[config.mk]
export PLATFORM = sky130hd
export DESIGN_NAME = usr_shift_engine
export DESIGN_NICKNAME = d
export VERILOG_FILES = /design/src/rtl/usr_pkg.sv /design/src/rtl/usr_step_unit.sv /design/src/rtl/usr_shift_engine.sv
export SDC_FILE = /design/constraint.sdc
export NUM_CORES = 1
export LEC_CHECK = 0
export ABC_AREA = 1
export CAP_MARGIN = 15
export CORE_ASPECT_RATIO = 0.9
export CORE_MARGIN = 2
export CORE_UTILIZATION = 25
export DETAILED_ROUTE_END_ITERATION = 16
export PLACE_DENSITY_LB_ADDON = 0.12
export SYNTH_ARGS = -nofsm -noshare
export SYNTH_HDL_FRONTEND = slang
export SYNTH_HIERARCHICAL = 1
export SYNTH_SLANG_ARGS = --single-unit
[constraint.sdc]
create_clock -name clk -period 1.4 [get_ports clk]
set_input_delay 0.42 -clock clk [delete_from_list [all_inputs] [get_ports clk]]
set_output_delay 0.42 -clock clk [all_outputs]
set_load 0.01 [all_outputs]
[src/rtl/usr_pkg.sv]
// Shared definitions for the universal shift engine: op-code encoding and op classification.
package usr_pkg;

  localparam int OP_W = 3;

  typedef enum logic [OP_W-1:0] {
    OP_NOP   = 3'd0,
    OP_SHL   = 3'd1,
    OP_SHR   = 3'd2,
    OP_LOAD  = 3'd3,
    OP_ROTL  = 3'd4,
    OP_ROTR  = 3'd5,
    OP_ASR   = 3'd6,
    OP_CLEAR = 3'd7
  } op_e;

  // Multi-step ops honour cmd_amount; the rest complete in one cycle.
  function automatic logic is_shift_op(input op_e op);
    logic res;
    case (op)
      OP_SHL, OP_SHR, OP_ROTL, OP_ROTR, OP_ASR: res = 1'b1;
      default:                                  res = 1'b0;
    endcase
    return res;
  endfunction

endpackage

[src/rtl/usr_step_unit.sv]
// Combinational single-step datapath: produces the next register value and the bit
// ejected (or wrapped) by one shift/rotate step.
module usr_step_unit
  import usr_pkg::*;
#(
  parameter int WIDTH = 8
) (
  input  logic [WIDTH-1:0] r_i,
  input  logic [OP_W-1:0]  op_i,
  input  logic             serial_in_left_i,
  input  logic             serial_in_right_i,
  output logic [WIDTH-1:0] r_o,
  output logic             bit_o
);

  // One step of the selected op; non-shift codes pass the register through.
  always_comb begin
    r_o   = r_i;
    bit_o = 1'b0;
    case (op_e'(op_i))
      OP_SHL: begin
        r_o   = {r_i[WIDTH-2:0], serial_in_right_i};
        bit_o = r_i[WIDTH-1];
      end
      OP_SHR: begin
        r_o   = {serial_in_left_i, r_i[WIDTH-1:1]};
        bit_o = r_i[0];
      end
      OP_ROTL: begin
        r_o   = {r_i[WIDTH-2:0], r_i[WIDTH-1]};
        bit_o = r_i[WIDTH-1];
      end
      OP_ROTR: begin
        r_o   = {r_i[0], r_i[WIDTH-1:1]};
        bit_o = r_i[0];
      end
      OP_ASR: begin
        r_o   = {r_i[WIDTH-1], r_i[WIDTH-1:1]};
        bit_o = r_i[0];
      end
      default: begin
        r_o   = r_i;
        bit_o = 1'b0;
      end
    endcase
  end

endmodule

[src/rtl/usr_shift_engine.sv]
// Command-driven universal shift register: single-cycle load/clear/nop and
// multi-step shifts/rotates advancing one bit per clock, with busy/done and abort.
module usr_shift_engine
  import usr_pkg::*;
#(
  parameter int WIDTH = 8,
  parameter int AMT_W = 4
) (
  input  logic             clk,
  input  logic             reset,
  input  logic             cmd_valid,
  output logic             cmd_ready,
  input  logic [2:0]       cmd_op,
  input  logic [AMT_W-1:0] cmd_amount,
  input  logic [WIDTH-1:0] parallel_in,
  input  logic             serial_in_left,
  input  logic             serial_in_right,
  input  logic             abort,
  output logic [WIDTH-1:0] parallel_out,
  output logic             shift_out,
  output logic             busy,
  output logic             done
);

  localparam logic [AMT_W-1:0] AMT_ZERO = {AMT_W{1'b0}};
  localparam logic [AMT_W-1:0] AMT_ONE  = AMT_W'(1);

  logic [WIDTH-1:0] reg_q, reg_d;
  logic             shout_q, shout_d;
  logic             busy_q, busy_d;
  logic             done_q, done_d;
  logic [AMT_W-1:0] cnt_q, cnt_d;
  op_e              op_q, op_d;

  op_e              cmd_op_s;
  op_e              step_op_s;
  logic             accept_s;
  logic [WIDTH-1:0] step_r_s;
  logic             step_bit_s;

  assign cmd_op_s  = op_e'(cmd_op);
  assign accept_s  = cmd_valid & ~busy_q;
  // While busy the latched op drives the step unit; when idle the incoming op does.
  assign step_op_s = busy_q ? op_q : cmd_op_s;

  usr_step_unit #(.WIDTH(WIDTH)) u_step (
    .r_i               (reg_q),
    .op_i              (step_op_s),
    .serial_in_left_i  (serial_in_left),
    .serial_in_right_i (serial_in_right),
    .r_o               (step_r_s),
    .bit_o             (step_bit_s)
  );

  // Next-state: command accept, step sequencing and abort.
  always_comb begin
    reg_d   = reg_q;
    shout_d = shout_q;
    busy_d  = busy_q;
    done_d  = 1'b0;
    cnt_d   = cnt_q;
    op_d    = op_q;
    if (accept_s) begin
      if (is_shift_op(cmd_op_s)) begin
        if (cmd_amount == AMT_ZERO) begin
          done_d = 1'b1;
        end else begin
          reg_d   = step_r_s;
          shout_d = step_bit_s;
          cnt_d   = cmd_amount - AMT_ONE;
          busy_d  = (cmd_amount != AMT_ONE);
          done_d  = (cmd_amount == AMT_ONE);
          op_d    = cmd_op_s;
        end
      end else begin
        done_d = 1'b1;
        case (cmd_op_s)
          OP_LOAD:  reg_d = parallel_in;
          OP_CLEAR: reg_d = {WIDTH{1'b0}};
          default:  reg_d = reg_q;
        endcase
      end
    end else if (busy_q) begin
      if (abort) begin
        busy_d = 1'b0;
        cnt_d  = AMT_ZERO;
        done_d = 1'b1;
      end else begin
        reg_d   = step_r_s;
        shout_d = step_bit_s;
        cnt_d   = cnt_q - AMT_ONE;
        busy_d  = (cnt_q != AMT_ONE);
        done_d  = (cnt_q == AMT_ONE);
      end
    end else begin
      reg_d = reg_q;
    end
  end

  // State registers with synchronous reset.
  always_ff @(posedge clk) begin
    if (reset) begin
      reg_q   <= {WIDTH{1'b0}};
      shout_q <= 1'b0;
      busy_q  <= 1'b0;
      done_q  <= 1'b0;
      cnt_q   <= AMT_ZERO;
      op_q    <= OP_NOP;
    end else begin
      reg_q   <= reg_d;
      shout_q <= shout_d;
      busy_q  <= busy_d;
      done_q  <= done_d;
      cnt_q   <= cnt_d;
      op_q    <= op_d;
    end
  end

  assign parallel_out = reg_q;
  assign shift_out    = shout_q;
  assign busy         = busy_q;
  assign done         = done_q;
  assign cmd_ready    = ~busy_q;

endmodule

-- After elaboration in Yosys (flattened, before gate mapping)
Cells that the tools add are included.
- bits in registers: 18
- logic and storage cells: 73
- output and inout port bits: 12
- reduce and logical (&&, ||, !) cells: 10
- multiplexer cells: 31
- add/subtract/negate cells: 2
- bitwise gates (word level): 3
- equal/unequal tests: 21
- operator list (kind ; number):
    $mux W8 ; 5
    $pmux W8 S5 ; 1
    $eq A3 B3 Y1 const B ; 7
    $mux W4 ; 5
    $mux W1 ; 17
    $pmux W8 S2 ; 1
    $ne A4 B1 Y1 const B ; 3
    $eq A3 B2 Y1 const B ; 3
    $eq A4 B1 Y1 const B ; 2
    $reduce_and A4 Y1 ; 2
    $sub A4 B1 Y4 const B ; 2
    $eq A3 B1 Y1 const B ; 2
    $reduce_and A3 Y1 ; 2
    $reduce_or A5 Y1 ; 1
    $logic_not A4 Y1 ; 1
    $ne A2 B1 Y1 const B ; 2
    $mux W3 ; 1
    $ne A3 B3 Y1 const B ; 1
    $reduce_or A3 Y1 ; 1
    $ne A2 B2 Y1 const B ; 1
    $not A1 Y1 ; 2
    $pmux W1 S2 ; 1
    $reduce_and A2 Y1 ; 1
    $reduce_bool A2 Y1 ; 1
    other kinds (2) ; 2

-- Logic depth before layout (Yosys ltp)
Gate-level depths: netlist of run 1.
- depth in word-level cells: 7
- gate-level depth with buffers: 13
- mapped depth without buffers: 13

-- Modules after synthesis
The synthesis of run 1 kept the hierarchy.
- modules (own cells, without submodules) (module ; times used ; cells each ; area each (sq um)):
    usr_shift_engine ; 1 ; 218 ; 1301.2
    usr_step_unit ; 1 ; 59 ; 304.0

-- Worst setup path after synthesis of run 1
OpenSTA, ideal clock, no wires.
- kind: reg-to-reg
- from: register busy_q (netlist: busy)
- to: register reg_q[7] (netlist: parallel_out[7])
- period minus slack after synthesis: 1.568 ns
- cell stages (with the launch flop): 13
- data arrival time: 1.504 ns
- slack: -0.168 ns
- data required time: 1.336 ns
- setup time: 0.064 ns
- buffers on the path: 0
- cells stage by stage: dfxtp_1 -> inv_4 -> nand2_1 -> nand2_1 -> o21ai_2 -> nand2_1 -> nand2_1 -> nand2_1 -> nand2_1 -> inv_1 -> nor2_1 -> nor2_1 -> nor2_1
- RTL lines (item ; line ; text):
    start: declaration ; usr_shift_engine.sv:30 ; logic busy_q, busy_d;
    start signal: assignment ; usr_shift_engine.sv:112 ; busy_q <= busy_d;
    $not A1 Y1 (*) ; -- ;
    net cmd_ready ; usr_shift_engine.sv:12 ; output logic cmd_ready,
    $and A1 B1 Y1 (*) ; usr_shift_engine.sv:42 ; assign accept_s = cmd_valid & ~busy_q;
    $ne A4 B1 Y1 (no line) (tied with other cells) ; -- ;
    $reduce_and A4 Y1 (no line) ; -- ;
    end signal: assignment ; usr_shift_engine.sv:103 ; reg_q <= {WIDTH{1'b0}};
    end signal: assignment ; usr_shift_engine.sv:110 ; reg_q <= reg_d;
    end: declaration ; usr_shift_engine.sv:28 ; logic [WIDTH-1:0] reg_q, reg_d;
Mark *: on every way through the listed nets, which the timed path passes. The rest lies on a longest branch. The select of a mux whose other input is x is not followed.
A chain may end at the register's enable or synchronous reset.

-- Worst setup path in the final report of run 1
- from: register busy_q (netlist: busy)
- to: register reg_q[1] (netlist: parallel_out[1])
- word-level cells in the longest chain between the ends: 6
- ends and longest elaborated chain (item ; line ; text):
    $mux W3 (*) ; usr_shift_engine.sv:44 ; assign step_op_s = busy_q ? op_q : cmd_op_s;
    net step_op_s[2] ; usr_shift_engine.sv:36 ; op_e step_op_s;
    $eq A3 B3 Y1 (tied with other cells) ; usr_step_unit.sv:20 ; case (op_e'(op_i))
    $pmux W8 S5 (*) ; usr_step_unit.sv:20 ;
    net step_r_s[1] ; usr_shift_engine.sv:38 ; logic [WIDTH-1:0] step_r_s;
    $mux W8 (on tied branches) ; usr_shift_engine.sv:84, usr_shift_engine.sv:65 ;
    $mux W8 (on tied branches) ; usr_shift_engine.sv:83, usr_shift_engine.sv:64 ;
    $mux W8 (*) ; usr_shift_engine.sv:63 ; if (accept_s) begin
Marks and branches as above.

==> results.cfg, run 1 <==
[critical_path]
start_kind = register
cp.required_ns = 1.61
end_kind = register
r2r_start = busy$_SDFFE_PP0P_
worstReg2RegEnd = parallel_out[1]$_SDFFE_PP0P_
r2r_cells = 12
worstSetupPathType = register to register
cp_max_fo = 7
rrSetupSlack_ns = -0.17
crit_arrival_ns = 1.78

[timing]
worstMarginPinSlew_ns = 0.362
max_slew_margin = 0.758
layout_setup_ws_ns = -0.174
finalCritPeriodShare = 1.12
rsz0062_at_grt = true
max_freq_ghz = 0.635
drv_slew = 0
setup_viol_count_final = 9
fin_skew_ns = 0.00781
period_minus_slack_ns = 1.57
hold_viol = 0

[synthesis]
yosys_warnings = 6
ys_top_cells_by_area = dfxtp_1 (22%), nand2_1 (18%), nand3_1 (12%)
synth_cells = 277
syn_area_per_cell_sq_um = 5.80
seq_area_frac_synth = 0.224
synth_top_cell_area_share = 0.224
synth_fp_nets = 302
synth_area_sq_mm = 0.00161
yosysTopAreaCell = dfxtp_1
ys_ff_latch = 18
synthDistinctLibCells = 27

[run_status]
violations = negative setup slack
status = finished with violations

[clock_tree]
cts_sinks = 18
clkTransAtPathRegs_ns = 0.08
cts_htree_levels = 1
clock_path_buffers = 2
cts_buffers = 3
cts-root-buf = clkbuf_8
clk_latency_ns = 0.26
hold_buffers = 0
cts_tree = done

[finish]
antenna_cells = 0
stdcell_count = 446
drive_above_1_share = 0.359
area_growth_pct = 70.7
nNetsFinal = 385
nFillCells = 675
layout_common_cells = nand2_1 (57), nor2_1 (42), inv_1 (38), buf_4 (38), nand3_1 (32)
final_common_cell = nand2_1

[floorplan]
die_w_um = 88.5
core_sq_mm = 0.00615
die_area_sq_mm = 0.00708
io_pins = 33
die_y_um = 80.0
start_util = 0.261
num_rows = 27

[hold_path]
holdPathStages = 4
min_from = shift_out$_SDFFE_PP0P_
worstHoldEndpoint = shift_out$_SDFFE_PP0P_
hp-class = register to register

[placed_design]
dp_hpwl_um = 3650
globalplace.congestion = 0.857
io_buffers = 32
dp_cells = 434
dpl_worst_slack_ns = -0.644

[power]
peakVddDrop_mv = 0.376
p_leak_nw = 1.46
power.total_mw = 2.15
power_density_mw_per_mm2 = 783

[route]
drt-pass1-iter-count = 4
drc = 0
viasPerCell = 4.22
ant_nets = 0
wl_per_cell_um = 11.1
first_iter_violations = 50
totalWireLength_um = 4930
vias = 1883

[global_routing]
grt_pass1_vias = 1825
grt_pass1_wl_um = 8060
grt-ovfl-total = 0
grt_max_degree = 11
grt.total_usage = 0.145
grt_antenna_before_repair = 0

[run]
maxCapViolations = 0
## power by group
group | leakage, nW | switching, mW | internal [mW] | total (mW)
Clock | 0.0288 | 0.201 | 0.250 | 0.452
Combinational | 1.29 | 0.597 | 0.484 | 1.08
Sequential | 0.150 | 0.0411 | 0.573 | 0.614
## per-stage QoR
| step | setup TNS, ns | hold slack [ns] | util | area [sq um] |
|---|---|---|---|---|
| floorplan | -0.00372 | 0.453 | - | 1660 |
| global placement | -9.56 | 0.476 | 0.386 | 2380 |
| detailed placement | -9.83 | 0.476 | 0.386 | 2380 |
| CTS | -0.945 | 0.509 | 0.429 | 2640 |
| global route | -1.99 | 0.539 | 0.446 | 2740 |
| finish | -1.08 | 0.509 | 0.446 | 2740 |
## final cells by class
type	count	area, sq um	share of cell area
multi-input combinational	207	1330	0.484
timing repair buffer	78	666	0.243
sequential	18	364	0.133
inverter	52	220	0.0804
tap	87	109	0.0397
clock buffer	4	55.1	0.0201
## worst max-delay path, stage by stage, from the launching register on
cell and delay (ns):
dfxtp_4 0.38, buf_6 0.14, nand2_4 0.06, nand2_4 0.07
buf_6 0.12, o21ai_4 0.22, buf_4 0.17, nand3_1 0.07
nand3_1 0.07, inv_1 0.04, nor2_1 0.08, nor2_1 0.05
nor2_1 0.07
## sequential cells by signal, summed over array words and instances, names as in the netlist
name,count
parallel_out,8
op_q,3
busy,1
done,1
shift_out,1
cnt_q,4
## cells in the mapped netlist
| cell type | number |
|---|---|
| a21oi_1 | 1 |
| a21oi_2 | 1 |
| buf_4 | 3 |
| dfxtp_1 | 18 |
| ha_1 | 4 |
| inv_1 | 45 |
| inv_2 | 6 |
| inv_4 | 1 |
| nand2_1 | 77 |
| nand2_2 | 5 |
| nand2_4 | 5 |
| nand3_1 | 40 |
| nand3_2 | 2 |
| nand3_4 | 2 |
| nand4_1 | 3 |
| nor2_1 | 45 |
| nor2_2 | 3 |
| nor2_8 | 1 |
| nor3_1 | 1 |
| o21ai_0 | 6 |
| o21ai_1 | 1 |
| o21ai_2 | 1 |
| o21ai_4 | 1 |
| o21bai_1 | 1 |
| o22ai_1 | 2 |
| xnor2_1 | 1 |
| xor2_1 | 1 |
## how the worst max path moves through the flow
stage / from / endpoint / depth (start not counted)
6_report: busy$_SDFFE_PP0P_ / parallel_out[1]$_SDFFE_PP0P_ / 12
5_1_grt: busy$_SDFFE_PP0P_ / parallel_out[1]$_SDFFE_PP0P_ / 13
4_1_cts: busy$_SDFFE_PP0P_ / parallel_out[7]$_SDFFE_PP0P_ / 13
3_5_place_dp: cmd_op[0] / parallel_out[3]$_SDFFE_PP0P_ / 12
3_3_place_gp: cmd_op[0] / parallel_out[7]$_SDFFE_PP0P_ / 14
2_1_floorplan: cmd_op[0] / parallel_out[7]$_SDFFE_PP0P_ / 13
## cell families (layout without fill, tap and decap cells)
family | count (synthesis) | count (layout) | synth area share
simple gates | 184 | 187 | 0.538
fa+ha+maj | 4 | 4 | 0.0312
buf+inv | 55 | 134 | 0.137
flops | 18 | 18 | 0.224
compound gates | 14 | 14 | 0.0585
xor+xnor | 2 | 2 | 0.0109
## routing by layer
metal  part of all wire  up-vias  global-route usage
li1                   -     1025                   -
met1               0.47      823               0.186
met2               0.50       31               0.254
met3              0.030        4              0.0279
met4             0.0067        0              0.0227
met5                  0        -                   0
## repair_timing
item	4_1_cts	5_1_grt
pin swaps	45	29
gates cloned	3	0
setup endpoints to repair	30	18
buffers inserted	3	2
resized for setup	72	31
(Power assumes the default switching activity.)
==> run 2: changes to the inputs <==
Settings changed: TNS_END_PERCENT from default to 1.
==> run 2 against run 1 <==
Against the previous run: the flow still finishes with violations (negative setup slack); cell count decreased by 2.0%; clock power decreased by 1%; worst setup slack improved by 0.048 ns; non-clock buffer count decreased by 8; design area decreased by 4.3%; first-iteration DRC count increased by 66%.
==> results.cfg, run 2 (synthesis results as in run 1) <==
[finish]
final_common_cell = nand2_1
fin_area_sq_mm = 0.00262
stdcell_count = 437
nFillCells = 668
drive_above_1_share = 0.320
area_growth_pct = 63.3
largest_reg_flops = 8
nNetsFinal = 376
antenna_cells = 0
layout_common_cells = nand2_1 (58), inv_1 (42), nor2_1 (41)

[clock_tree]
cts_buffers = 3
cts_htree_levels = 1
clkTransAtPathRegs_ns = 0.08
clk_latency_ns = 0.26
cts_tree = done
hold_buffers = 0
clock_path_buffers = 2
cts_sinks = 18
cts-root-buf = clkbuf_8

[timing]
fin_skew_ns = 0.00329
max_slew_margin = 0.821
tns_ns = -1.65
fin_hold_ws_ns = 0.496
worstMarginPinSlew_ns = 0.268
rsz0062_at_grt = true
setup_viol_count_final = 18
drv_slew = 0
layout_setup_ws_ns = -0.126
period_minus_slack_ns = 1.53
finalCritPeriodShare = 1.09
max_freq_ghz = 0.655
hold_viol = 0

[route]
drt-pass1-iter-count = 4
totalWireLength_um = 4750
vias = 1850
viasPerCell = 4.23
wl_per_cell_um = 10.9
drc = 0
first_iter_violations = 83
ant_nets = 0

[run_status]
status = finished with violations
violations = negative setup slack

[run]
maxCapViolations = 0

[placed_design]
globalplace.congestion = 0.810
placed_area_sq_mm = 0.00233
dp_hpwl_um = 3510
dp_cells = 427
io_buffers = 32

[floorplan]
start_util = 0.261
die_w_um = 88.5
io_pins = 33
die_y_um = 80.0
core_sq_mm = 0.00615
num_rows = 27
die_area_sq_mm = 0.00708

[global_routing]
grt_pass1_wl_um = 7650
grt_pass1_vias = 1710
grt.total_usage = 0.135
grt_antenna_before_repair = 0
grt_max_degree = 13
grt-ovfl-total = 0

[critical_path]
cp_cell_sequence = clkdlybuf4s50_1, inv_1, nand2_4, o21ai_4, nor2_8, nand3_1, nor2_1, nor2_1
critPathMaxStageDelay_ns = 0.52
cp_max_fo = 9
cp.required_ns = 1.56
cpMaxStageDelayCell = clkdlybuf4s50_1
crit_top_cell = nor2_1
crit_arrival_ns = 1.69
worstSetupPathType = input port to register
start_kind = input port
end_kind = register

[hold_path]
hp-class = register to register

[power]
power.total_mw = 2.08
p_leak_nw = 1.38
peakVddDrop_mv = 0.444
power_density_mw_per_mm2 = 792
[run 2: changes by cell type in the layout (fill, tap and decap cells not counted), sizes merged]
cell and change:
nor2 -1, buf -9, clkdlybuf4s50 +5, dlygate4sd2 -3
clkbuf -1
[run 2: report_power, final]
group          leakage (nW)  internal [mW]  switching [mW]
logic                  1.21          0.459           0.561
clock network        0.0288          0.250           0.195
registers             0.150          0.573          0.0366
[run 2: layout make-up]
class,instances,area (sq um),share of cell area
well taps,87,109,0.0415
multi-input cells,206,1250,0.478
flip-flops and latches,18,364,0.139
clock buffers,4,55.1,0.0210
repair buffers,70,626,0.239
inverters,52,215,0.0821
[run 2: timing repair]
| action | CTS | global route |
|---|---|---|
| endpoints found under the setup margin | 30 | 19 |
| pin swaps | 5 | 27 |
| gates cloned | 0 | 2 |
| resized for setup | 28 | 44 |
| setup buffers | 1 | 3 |
[run 2: per-stage QoR]
| step | worst slack, ns | utilization |
|---|---|---|
| 3_3_place_gp | -0.632 | 0.379 |
| 3_5_place_dp | -0.649 | 0.379 |
| 6_report | -0.126 | 0.426 |
| 5_1_grt | -0.222 | 0.426 |
| 2_1_floorplan | -0.00189 | - |
| 4_1_cts | -0.239 | 0.392 |
[run 2: metal layers]
metal	part of all wire	vias up	track usage
met4	0.0051	0	0.0227
met2	0.48	29	0.214
li1	-	1004	-
met5	0	-	0
met1	0.47	815	0.191
met3	0.044	2	0.0259
[run 2: worst paths after layout]
kind / startpoint / to / slack, ns / depth (start not counted)
min reg2reg: op_q[0]$_SDFFE_PP0P_ / op_q[0]$_SDFFE_PP0P_ / 0.50 / 2
max: cmd_valid / parallel_out[7]$_SDFFE_PP0P_ / -0.13 / 8
min: op_q[0]$_SDFFE_PP0P_ / op_q[0]$_SDFFE_PP0P_ / 0.50 / 2
max reg2reg: busy$_SDFFE_PP0P_ / parallel_out[2]$_SDFFE_PP0P_ / -0.11 / 14
[run 2: worst max-delay path: cells and delay by family]
kind / cells / cell delay [ns]
AO/OA/AOI/OAI: 1 / 0.07
AND/OR/NAND/NOR: 5 / 0.58
buffers and inverters: 2 / 0.61
==> variant 1: new RTL, flow settings as in run 1 <==
`AMT_W`: 4 -> 3.
--- a/src/rtl/usr_shift_engine.sv
+++ b/src/rtl/usr_shift_engine.sv
@@ -6,3 +6,3 @@
   parameter int WIDTH = 8,
-  parameter int AMT_W = 4
+  parameter int AMT_W = 3
 ) (
Ports: changed (resized cmd_amount); port bits go from 33 to 32. The function was not compared with the original's and may differ.
==> variant 1 against run 1 <==
The flow still finishes with violations (negative setup slack). Worst setup slack worse by 0.0095 ns. Cell area fell by 12%. Sequential cell count fell by 1. Sequential power fell by 9.0%. Synthesized area fell by 11%. Core utilization is 1.6 points lower. Power is 16% lower. Wire length fell by 15%. Largest cell class unchanged. Largest power group unchanged.
==> variant 1: results (changes against run 1) <==
Global routing
The number of global-route vias before repair is 1517 (-17%). The maximum number of pins on one net before global-route repair is 13 (+2).

Synthesis
The sequential share of the synthesized area is 0.238 (+0.0139). In the synthesized netlist, the cells that appear most often are 82 x sky130_fd_sc_hd__nand2_1, 28 x sky130_fd_sc_hd__nor2_1, 26 x sky130_fd_sc_hd__nand3_1. The synthesized netlist net count is 260 (-14%). The instance count of the mapped netlist is 235 (-15%). The parity-gate share of the synthesized area counting xor and xnor cells is 0.0123 (+0.00136). The count of cell types in the netlist is 29 (+7.4%). The count of synthesis-stage warnings from yosys is 6 (unchanged). By area the synthesized netlist is led by sky130_fd_sc_hd__dfxtp_1 24%, sky130_fd_sc_hd__nand2_1 22%, sky130_fd_sc_hd__nand3_1 9.1%. The area fraction in compound gates after synthesis is 0.0780 (+0.0195).

Drt
The mean routed wirelength per cell is 11.1 um (+0.49%). The total routed wire length on the met1 layer was 2210 um (-4.1%). The via count of the routed design is 1638 (-13%).

The met2 layer wire length in the routed design came to 1860 um (-24%). The met3 wire length is 108 um (-28%). The violation count after the first detailed-route iteration came to 48 (-4.0%).

Final layout
The share of post-route cells with drive strength above 1 was 0.377 (+0.0173). The sequential cell area share is 0.143 (+0.0104). The count of multi-input gates was 184 (-11%). The fraction of cell area in non-clock buffers is 0.278 (+0.0352). The fraction of the core area covered by cells at the end of the flow is 0.429 (-0.0163).

The share of cell area taken by multi-input logic gates is 0.470 (-0.0142). The layout net count is 334 (-13%). The relative area of clock buffers and inverters in the final design is 0.0188 (-0.00134). The number of non-clock buffers in the layout was 74 (-5.1%).

The final-layout fill cell count is 623 (-7.7%).

Timing
The total negative slack came to -1.32 ns (-0.235 ns). The smallest hold slack is 0.500 ns (-0.00884 ns). The maximum clock skew at final layout is 0.00580 ns (-0.00201 ns).

The worst-case setup margin in the final layout is -0.183 ns (-0.00955 ns). The number of setup violations in the final report was 10 (+1).

Hold path
The number of instances on the worst hold path is 2 (-2).

Clock network
In this run the clock root is driven by a sky130_fd_sc_hd__clkbuf_8. The clock net sink count is 17 (-1).

Place
The standard cell area after detailed placement is 2090 um^2 (-12%). The post-placement worst setup slack is -0.659 ns (-0.0147 ns). The number of placed cells counting well taps came to 365 (-16%).

The placed wire-length estimate is 3140 um (-14%).

Power and ir drop
The maximum ir drop on the vdd rail is 0.475 mV (+26%). The internal portion of total power is 1.14 mW (-13%). The net switching power is 0.675 mW (-20%). The static leakage is 1.21 nW (-18%). The power drawn by the clock network is 0.389 mW (-14%). The total sequential power is 0.559 mW (-9.0%).

Setup path
The path depth of the worst reg2reg path came to 13 (+1). The critical path endpoint is parallel_out[6]. The largest fanout on the critical path is 8 (+1).

Floorplanning
The floorplan die width came to 83.7 um (-5.4%).

Run status
The final reports fail on negative setup slack. The flow ran to the end, but the final reports show violations.
-- variant 1: changes by cell type after synthesis, moves of 2 or more --
cell,change
sky130_fd_sc_hd__a21oi_1,+3
sky130_fd_sc_hd__buf_4,-2
sky130_fd_sc_hd__buf_6,+4
sky130_fd_sc_hd__inv_1,-21
sky130_fd_sc_hd__nand2_1,+5
sky130_fd_sc_hd__nand2_2,+4
sky130_fd_sc_hd__nand2_4,-2
sky130_fd_sc_hd__nand3_1,-14
sky130_fd_sc_hd__nor2_1,-17
sky130_fd_sc_hd__nor2_4,+2
sky130_fd_sc_hd__o21ai_1,+2
-- variant 1: critical path, stage by stage (launching register included) --
cell and delay [ns]:
sky130_fd_sc_hd__dfxtp_4 0.36, sky130_fd_sc_hd__buf_6 0.13, sky130_fd_sc_hd__nand2_4 0.06, sky130_fd_sc_hd__o21ai_4 0.07
sky130_fd_sc_hd__buf_6 0.12, sky130_fd_sc_hd__o21ai_4 0.25, sky130_fd_sc_hd__nand3_1 0.12, sky130_fd_sc_hd__nand3_1 0.08
sky130_fd_sc_hd__inv_1 0.05, sky130_fd_sc_hd__nand2_2 0.06, sky130_fd_sc_hd__nand2_2 0.05, sky130_fd_sc_hd__nand2_2 0.06
sky130_fd_sc_hd__nand2_2 0.04, sky130_fd_sc_hd__nor2_1 0.09
-- variant 1: repair_timing --
action,4_1_cts,5_1_grt
pin swaps,31,19
hold endpoints to repair,0,0
gates resized for setup,62,33
gates cloned,1,0
endpoints found under the setup margin,29,18
buffers inserted,4,6
-- variant 1: layer usage --
| layer | global-route usage | up-vias |
|---|---|---|
| met5 | 0 | - |
| met4 | 0.0215 | 0 |
| met3 | 0.0249 | 2 |
| met2 | 0.224 | 18 |
| met1 | 0.189 | 736 |
| li1 | - | 882 |
==> variant 2: new RTL, flow settings as in run 1 <==
Without the edit above. Reset style: asynchronous (`reset`), changed in one clocked block. Comments in the files are not updated.
--- a/src/rtl/usr_shift_engine.sv
+++ b/src/rtl/usr_shift_engine.sv
@@ -100,3 +100,3 @@
   // State registers with synchronous reset.
-  always_ff @(posedge clk) begin
+  always_ff @(posedge clk or posedge reset) begin
     if (reset) begin
Behaviour: differs if reset is asserted again (counterexample within 4 cycles, from zero or initial values and one cycle with reset high); with reset held inactive, the same outputs for 10 cycles.
==> variant 2 against run 1 <==
The flow still finishes with violations (negative setup slack). Wire length down 7.2%. Synthesized cell count down 17%. Synthesized area down 3.4%. Cell area down 7.6%. Worst setup slack worse by 0.10 ns. Worst hold slack worse by 0.036 ns. Sequential cell count unchanged.
Power is not compared: it rests on default switching activity, and its combinational part moved more than twofold at a synthesized area within 25%.
==> variant 2: results (changes against run 1) <==
Global routing
The met3 demand-to-capacity share in global routing is 0.0301 (+0.00222). The global-route usage over all layers is 0.147 (+0.00194).

Run status
The checks that failed: negative setup slack. The flow ran to the end, but the final reports show violations.

Timing
The smallest hold slack came to 0.473 ns (-0.0361 ns). The total negative slack is -2.52 ns (-1.43 ns). The headroom to the max-slew limit is 0.797 (+0.0392). The maximum clock skew at final layout is 0.00847 ns (+0.000658 ns). The worst-case setup margin in the final layout is -0.277 ns (-0.103 ns). The number of setup violations in the final report is 11 (+2).

Hold path
The worst min-delay path class is input pin to asynchronous set/reset pin.

Final layout
The share of post-route cells with drive strength above 1 is 0.338 (-0.0218). The final-layout fill cell count is 658 (-2.5%). The design area is 2530 um^2 (-7.6%).

The filler-free cell count of the finished design is 386 (-13%). The layout net count came to 340 (-12%).

Drt
The met2 layer wire length in the routed design was 2060 um (-16%). The total wirelength of the detailed-routed design came to 4570 um (-7.2%). The met3 wire length is 173 um (+16%).

The violation count after the first detailed-route iteration is 94 (+88%).

Place
The standard cell area after detailed placement is 2260 um^2 (-4.7%). The placed wire-length estimate is 3380 um (-7.5%). The global placer's final weighted congestion is 0.784 (-8.6%).

Synthesis
The area fraction in compound gates after synthesis is 0.0718 (+0.0134). The most used flip-flop cell after synthesis is sky130_fd_sc_hd__dfrtp_1. The area share of fa/ha/maj cells after synthesis is 0.0323 (+0.00111). The share of flip-flops with an asynchronous set or reset after synthesis is 1.00 (+1.00). Ranked by instance count, the synthesized netlist is headed by 86 x sky130_fd_sc_hd__nand2_1, 36 x sky130_fd_sc_hd__nand3_1, 23 x sky130_fd_sc_hd__inv_1.

Setup path
The data arrival time of the worst path is 1.88 ns (+0.10 ns). The reg-to-reg critical path startpoint is busy. The worst-path cell with the longest stage delay is sky130_fd_sc_hd__dfrtp_2.
-- variant 2: cell types whose count changed after synthesis, sizes merged, moves of 2 or more --
| cell | run 1 | this run |
|---|---|---|
| nand3 | 44 | 42 |
| buf | 3 | 5 |
| nand2 | 87 | 93 |
| o21ai | 9 | 12 |
| dfrtp | 0 | 18 |
| nor2 | 49 | 17 |
| dfxtp | 18 | 0 |
| inv | 52 | 28 |
| a21oi | 2 | 4 |
-- variant 2: cell type report --
class / instances / area share
Sequential cell: 18 / 0.178
Inverter: 28 / 0.0445
Tap cell: 72 / 0.0356
Multi-Input combinational cell: 181 / 0.426
Timing Repair Buffer: 83 / 0.293
Clock buffer: 4 / 0.0217
-- variant 2: timing repair --
| action | CTS | global route |
|---|---|---|
| cloned | 1 | 0 |
| gates resized for setup | 56 | 5 |
| endpoints found under the setup margin | 30 | 19 |
| pin swaps | 9 | 3 |
| buffers inserted | 10 | 0 |
